## config.mk

```make
export PLATFORM = sky130hd
export DESIGN_NAME = reg_file_param
export DESIGN_NICKNAME = d
export VERILOG_FILES = /design/src/rtl/reg_file_param_pkg.sv /design/src/rtl/reg_file_clr_seq.sv /design/src/rtl/reg_file_param.sv
export SDC_FILE = /design/constraint.sdc
export NUM_CORES = 1
export LEC_CHECK = 0
export CORE_MARGIN = 3
export CORE_UTILIZATION = 55
export DETAILED_ROUTE_END_ITERATION = 10
export HOLD_SLACK_MARGIN = 0.08
export PLACE_DENSITY = 0.84
export SLEW_MARGIN = 20
export SYNTH_ARGS = -nofsm -noshare
export SYNTH_HDL_FRONTEND = slang
export SYNTH_SLANG_ARGS = --single-unit
```

## constraint.sdc

```tcl
create_clock -name CLK -period 3.05 [get_ports CLK]
set_input_delay 0.4575 -clock CLK [delete_from_list [all_inputs] [get_ports CLK]]
set_output_delay 0.4575 -clock CLK [all_outputs]
set_load 0.05 [all_outputs]
```

## src/rtl/reg_file_param_pkg.sv

```systemverilog
// Shared types and default sizes for the parameterised register file.
// Optional feature macro: REGFILE_BYPASS_EN (same-cycle write-to-read forwarding).
package reg_file_param_pkg;

  localparam int DEFAULT_DATA_W = 32;
  localparam int DEFAULT_DEPTH  = 16;

  // Clear sequencer states: CLEAR sweeps zeros through the array, IDLE serves traffic.
  typedef enum logic {
    CLEAR = 1'b0,
    IDLE  = 1'b1
  } state_e;

endpackage

```

## src/rtl/reg_file_clr_seq.sv

```systemverilog
// Clear-sweep sequencer: FSM plus sweep index. While in CLEAR it issues one
// zero-write per cycle at idx_o, walking 0..DEPTH-1, then drops to IDLE.
// Busy is a pure decode of the state register, so it has no input path.
module reg_file_clr_seq
  import reg_file_param_pkg::*;
#(
  parameter int DEPTH = DEFAULT_DEPTH,
  parameter int IDX_W = $clog2(DEFAULT_DEPTH)
) (
  input  logic             clk_i,
  input  logic             rst_ni,
  input  logic             clr_req_i,
  output logic             busy_o,
  output logic             clr_we_o,
  output logic [IDX_W-1:0] idx_o
);

  localparam logic [IDX_W-1:0] LAST_IDX = IDX_W'(DEPTH - 1);

  state_e           state_q, state_d;
  logic [IDX_W-1:0] idx_q, idx_d;

  // State and index registers; reset parks the sequencer at the start of a sweep.
  always_ff @(posedge clk_i or negedge rst_ni) begin
    if (!rst_ni) begin
      state_q <= CLEAR;
      idx_q   <= '0;
    end else begin
      state_q <= state_d;
      idx_q   <= idx_d;
    end
  end

  // Next-state: sweep one entry per cycle; a clear request only counts in IDLE.
  always_comb begin
    state_d = state_q;
    idx_d   = idx_q;
    unique case (state_q)
      CLEAR: begin
        if (idx_q == LAST_IDX) begin
          state_d = IDLE;
          idx_d   = '0;
        end else begin
          idx_d = idx_q + IDX_W'(1);
        end
      end
      IDLE: begin
        if (clr_req_i) begin
          state_d = CLEAR;
          idx_d   = '0;
        end
      end
      default: begin
        state_d = CLEAR;
        idx_d   = '0;
      end
    endcase
  end

  assign busy_o   = (state_q == CLEAR);
  assign clr_we_o = (state_q == CLEAR);
  assign idx_o    = idx_q;

endmodule

```

## src/rtl/reg_file_param.sv

```systemverilog
// Two-read / one-write register file with a self-clearing sweep after reset or
// on request. Storage has no reset: contents are zeroed by the sweep only.
// Optional feature macro: REGFILE_BYPASS_EN -- when defined, an IDLE read of the
// address being written returns Writedata in the same cycle.
module reg_file_param
  import reg_file_param_pkg::*;
#(
  parameter int DATA_W  = DEFAULT_DATA_W,
  parameter int DEPTH   = DEFAULT_DEPTH,
  parameter int ADDR_W  = 5,
  parameter int ZERO_R0 = 0
) (
  input  logic              CLK,
  input  logic              RESET,
  input  logic [ADDR_W-1:0] Raddr1,
  input  logic [ADDR_W-1:0] Raddr2,
  output logic [DATA_W-1:0] Read1,
  output logic [DATA_W-1:0] Read2,
  input  logic [ADDR_W-1:0] Waddr,
  input  logic [DATA_W-1:0] Writedata,
  input  logic              RegWr,
  input  logic              ClrReq,
  output logic              Busy
);

  localparam int                IDX_W   = $clog2(DEPTH);
  localparam logic [ADDR_W:0]   DEPTH_A = (ADDR_W + 1)'(DEPTH);

  logic [DATA_W-1:0] regs_q [DEPTH];
  logic              clr_we;
  logic [IDX_W-1:0]  clr_idx;
  logic              user_we;

  // An address is usable if it maps to a real entry and is not the hardwired r0.
  function automatic logic addr_ok(input logic [ADDR_W-1:0] a);
    return ({1'b0, a} < DEPTH_A) && !((ZERO_R0 != 0) && (a == '0));
  endfunction

  reg_file_clr_seq #(
    .DEPTH (DEPTH),
    .IDX_W (IDX_W)
  ) u_clr_seq (
    .clk_i     (CLK),
    .rst_ni    (RESET),
    .clr_req_i (ClrReq),
    .busy_o    (Busy),
    .clr_we_o  (clr_we),
    .idx_o     (clr_idx)
  );

  // User write qualifier: blocked during a sweep and on the cycle a clear is requested.
  always_comb begin
    user_we = RegWr && !Busy && !ClrReq && addr_ok(Waddr);
  end

  // Storage update: sweep zero-writes take priority over user writes.
  always_ff @(posedge CLK) begin
    if (clr_we) begin
      regs_q[clr_idx] <= '0;
    end else if (user_we) begin
      regs_q[Waddr[IDX_W-1:0]] <= Writedata;
    end
  end

  // Read mux shared by both ports: zero while clearing or for unusable addresses.
  function automatic logic [DATA_W-1:0] rd_port(input logic [ADDR_W-1:0] a);
    logic [DATA_W-1:0] v;
    v = '0;
    if (!Busy && addr_ok(a)) begin
      v = regs_q[a[IDX_W-1:0]];
`ifdef REGFILE_BYPASS_EN
      if (user_we && (a == Waddr)) begin
        v = Writedata;
      end
`endif
    end
    return v;
  endfunction

  // Combinational read ports.
  always_comb begin
    Read1 = rd_port(Raddr1);
    Read2 = rd_port(Raddr2);
  end

endmodule

```

# Yosys cells after proc, flatten, opt, wreduce, memory -nomap -nowiden
# Memory sizes are Yosys's and may differ from the RTL's.
# Cells that the tools add are included.
# classes
add_sub_neg	1
n_lt_le_gt_ge	3
eq_ne	2
muxes	15
n_bitwise	1
reduce_logical	7
# op_table
op	n
2-to-1 mux 32 bit	3
OR reduction 32 bit	1
< comparator 5 bit (second input constant)	3
2-to-1 mux 4 bit	3
case mux 4 bit (2 select lines)	1
2-to-1 mux 1 bit	7
logical AND 1 bit	5
adder 4 x 1 -> 4 bit (second input constant)	1
equality test 4 bit (second input constant)	1
inequality test 2 bit (second input constant)	1
case mux 1 bit (2 select lines)	1
zero test 1 bit	1
inverter 1 bit	1
# word_totals
regBits	5
mem_bits_rw	512
input_bits	51
output_inout_bits	65
word_cells	32
mem_count	1
# memory_table
name	depth	word_bits	rd	rd_ports_with_merged_regs	wr	line_no	source
regs_q	16	32	2	0	1	reg_file_param.sv:29	logic [DATA_W-1:0] regs_q [DEPTH];

# Logic depth before layout (Yosys ltp)
# logic_depth
depth_word	8
ltp_mapped	7
depth_no_buf	5

# Hierarchy
# A second synthesis with hierarchy kept.
# unflattened
hier_cells	1632
hier_area_um2	25162.9
# modules_own_cells
mod	n_inst	cells_per_inst	area_each_um2	seq_area_each_um2
reg_file_param	1	1606	24897.6	15374.7
reg_file_clr_seq	1	26	265.3	125.1

# Least setup slack after synthesis
# No wires, ideal clock.
# synth_path
kind	input -> register
startpoint	input port ClrReq
endpoint	memory regs_q[11][0] (netlist name), enable pin
arrival_time_ps	2576
slack_ps	53
cell_stages	5
cell_sequence	nor4bb_1 -> buf_2 -> buf_4 -> a32oi_1 -> nor2_1
# synth_between
elab_chain_cells	8
word_cells_on_any_way	9
classes_between	mux: 5; reduce/logical: 4
# synth_rtl
element	line_no	source
from (decl)	reg_file_param.sv:22	input logic ClrReq,
zero test 1 bit *	reg_file_param.sv:53	user_we = RegWr && !Busy && !ClrReq && addr_ok(Waddr);
logical AND 1 bit * (2 in a row)	reg_file_param.sv:53	
2-to-1 mux 1 bit *	reg_file_param.sv:60	end else if (user_we) begin
2-to-1 mux 1 bit *	reg_file_param.sv:58	if (clr_we) begin
2-to-1 mux 1 bit (implied by the code) *	reg_file_param.sv:61	regs_q[Waddr[IDX_W-1:0]] <= Writedata;
OR reduction 32 bit (no source line)	--	
2-to-1 mux 4 bit (no source line) / 2-to-1 mux 1 bit (equally long branches)	--	
to (decl)	reg_file_param.sv:29	
# Mark *: on every way between the ends. The rest lies on a longest branch, timed or not.

# Worst setup path in the final report
# layout_path
startpoint	input port Raddr1[1]
endpoint	output port Read1[20]
# layout_between
elab_chain_cells	3
word_cells_on_any_way	4
classes_between	order compare: 1; mux: 1; reduce/logical: 1; memory: 1
# layout_rtl
element	line_no	source
from (decl)	reg_file_param.sv:15	input logic [ADDR_W-1:0] Raddr1,
< comparator 5 bit	reg_file_param.sv:36	return ({1'b0, a} < DEPTH_A) && !((ZERO_R0 != 0) && (a == '0));
logical AND 1 bit	reg_file_param.sv:69	if (!Busy && addr_ok(a)) begin
2-to-1 mux 32 bit *	reg_file_param.sv:69	
to (decl)	reg_file_param.sv:17	output logic [DATA_W-1:0] Read1,
# Marks and branches as above.

==> results.toml <==
[pwr]
p_leak_uw = 0.0113
powerDensity_nw_per_um2 = 684
total_power_uw = 19800
vdd_drop_max_mv = 0.574

[clock_tree]
path_clk_slew_ns = 0.06
clk_latency_ns = 0.60
clockRootBuffer = "clkbuf_16"
post_cts_buffers = 0
clockBufferDepth = 3
htreeDepth = 2
holdBufCountCts = 0
cts_tree = "done"
cts_buffers = 51
cts_sinks = 517

[yosys]
async_flop_share_pct = 0.967
netlist.top_cell.by_area = "edfxtp_1"
synthDistinctLibCells = 42
synth_edf_count = 512
yosys-top-cells-area = "edfxtp_1, mux2i_1, a22oi_1"
synth_nets = 1736
syn_avg_cell_area_um2 = 14.8
synth.cell_area_um2 = 24900
ys.flop_type = "edfxtp_1"
yosys_warnings = 0
synth-seq-area-share_pct = 62.3
synth-seq-cells = 517
synth_cells = 1684
synth_top_area_share_pct = 61.8

[floorplanning]
initial_core_util_pct = 56.0
io_pins = 116
die_w_um = 219
num_rows = 77
dieArea_um2 = 47800
die_h_um = 219
core_um2 = 44400

[layout]
postLayoutCoreUtil_pct = 65.3
diodes = 0
syn2layout_area_growth_pct = 16.6
layout-drive-gt1-share_pct = 15.7
final_nets = 1884

[timing]
fin_ws_ns = 0.0715
report.final.slew_viol_count = 0
finalHoldViolCount = 0
tightest_slew_ns = 1.10
relSlewSlack_pct = 26.5
clock_skew_ns = 0.0122
tns_ns = 0
rsz0062_at_grt = "false"
hold_ws_ns = 0.0969
fin_crit_sh_pct = 97.7
min_period_ns = 2.98
fmax_ghz = 0.336
setup_viol = 0

[run_status]
status = "finished clean"

[grt]
grt_max_degree = 37
antenna_found_initial = 0
gr-total-overflow = 0
grt_pass1_vias = 16800
grt_pass1_wl_mm = 103
track_usage_pct = 29.0

[critical_path]
rrSetupSlack_ns = 0.48
cp-end-kind = "output pin"
start_kind = "primary input"
required_ns = 2.59
r2r-end = "regs_q[15][15]$_DFFE_PP_"
r2r_start = "u_clr_seq.state_q$_DFF_PN0_"
crit_fanout = 31
cp.arrival_ns = 2.52
worst-setup-path-type = "primary input to output pin"
r2r_cells = 5

[drt]
drtIter0Drc = 2331
wirelength_mm = 70.2
via_per_inst = 6.83
ant_nets = 0
wl_per_cell_um = 28.5
vias = 16800
dr.pass1.iters = 8
remaining_drc_errors = 0

[place]
gp_congestion = 0.830
port_buffers = 115
pre_cts_ws_ns = 0.0130
dp_hpwl_mm = 40.5

[run]
max-cap-violations = 0

[min_path]
hp-class = "primary input to asynchronous set/reset pin"
registers in the layout, summed over array words and instances, names as in the netlist:
name               cells
regs_q               512
u_clr_seq.idx_o        4
u_clr_seq.state_q      1
cells in the mapped netlist (6+ instances only):
cell type	n
a22oi_1	222
a31oi_1	7
and2_1	34
buf_2	30
buf_4	22
buf_6	19
buf_8	9
clkbuf_1	39
edfxtp_1	512
inv_1	6
mux2i_1	478
mux4_2	17
nand2_1	116
nand3_1	24
nor2_1	21
o2111ai_1	9
o21ai_0	16
o21ai_1	22
o22ai_1	29
critical path: stages:
cell	delay (ns)
clkdlybuf4s50_1	0.59
and2_2	0.32
buf_12	0.20
a22oi_1	0.18
nand2_1	0.09
o21ai_0	0.36
buf_4	0.28
cell families after synthesis:
logic type,after synthesis,share of synthesized area (%)
AND/OR/NAND/NOR,212,3.87
AO/OA/AOI/OAI,322,9.22
multiplexers,495,20.8
buffers and inverters,137,3.74
adder cells (fa/ha/maj),1,0.0503
flip-flops,517,62.3
area by class of cell:
class                           instances  area (um2)
Clock inverter                         33         324
Tap cell                              592         741
Clock buffer                           59        1330
Sequential cell                       517       15500
Timing Repair Buffer                  224        2430
Fill cell                            2913       15400
Multi-Input combinational cell       1031        8630
Inverter                                7        26.3
worst max path at each step:
stage | start | to | slack [ns]
global route | u_clr_seq.state_q$_DFF_PN0_ | Read2[19] | 0.01
finish | Raddr1[1] | Read1[20] | 0.07
global placement | ClrReq | regs_q[13][17]$_DFFE_PP_ | 0.02
floorplan | ClrReq | regs_q[11][0]$_DFFE_PP_ | 0.05
CTS | Raddr1[2] | Read1[9] | 0.03
detailed placement | ClrReq | regs_q[14][15]$_DFFE_PP_ | 0.01
layout by cell type (no fill, tap or decap), types with 3 or more instances in the layout:
master           synthesis  routed
mux2i_1                478     478
inv_1                    6       6
nor2_1                  21       4
clkbuf_1                39       7
bufinv_16                0       6
edfxtp_1               512     512
dfrtp_1                  5       4
buf_4                   22     124
a31oi_1                  7       7
clkdlybuf4s50_1          0      46
buf_12                   2      49
a22o_1                   3       3
o211ai_1                 3       3
nor2_4                   0      18
o2111ai_1                9       9
o21ai_0                 16      16
clkinvlp_4               0       3
mux4_2                  17      17
clkbuf_16                0      52
clkinv_1                 0      14
and2_1                  34      32
nand2_1                116     116
a22oi_1                222     222
nor2b_4                  0       4
o22ai_1                 29      29
nand3_1                 24      24
nor3_1                   3       3
o21ai_1                 22      22
clkinv_2                 0       7
a21oi_1                  4       4
a221oi_1                 5       5
layer usage:
metal / vias up / share of wire [%] / global-route usage, % / routed length, um
li1: 7018 / - / - / -
met1: 8356 / 37 / 37.6 / 25700
met2: 1224 / 47 / 46.5 / 33200
met3: 224 / 11 / 6.35 / 8040
met4: 0 / 4.7 / 14.3 / 3270
met5: - / 0 / 0 / 0
power breakdown:
part           switching [uW]  leakage [uW]  internal (uW)
Combinational            2660       0.00541           1400
Sequential                511       0.00506           9020
Clock                    2620      0.000800           3620
Total                    5800        0.0113          14000
per-stage QoR:
| step | cells | instance area [um2] |
|---|---|---|
| after CTS | 2463 | 29000 |
| after detailed placement | 2370 | 27300 |
| final | 2463 | 29000 |
| after global routing | 2463 | 29000 |
| after global placement | 2370 | 27300 |
| after floorplan | 1684 | 24900 |
what timing repair did:
action | 4_1_cts | 5_1_grt
gates cloned | 1 | 0
pin swaps | 1 | 0
setup endpoints to repair | 4 | 11
resized for setup | 3 | 1
Note: power is estimated with default switching activity, not from simulation.
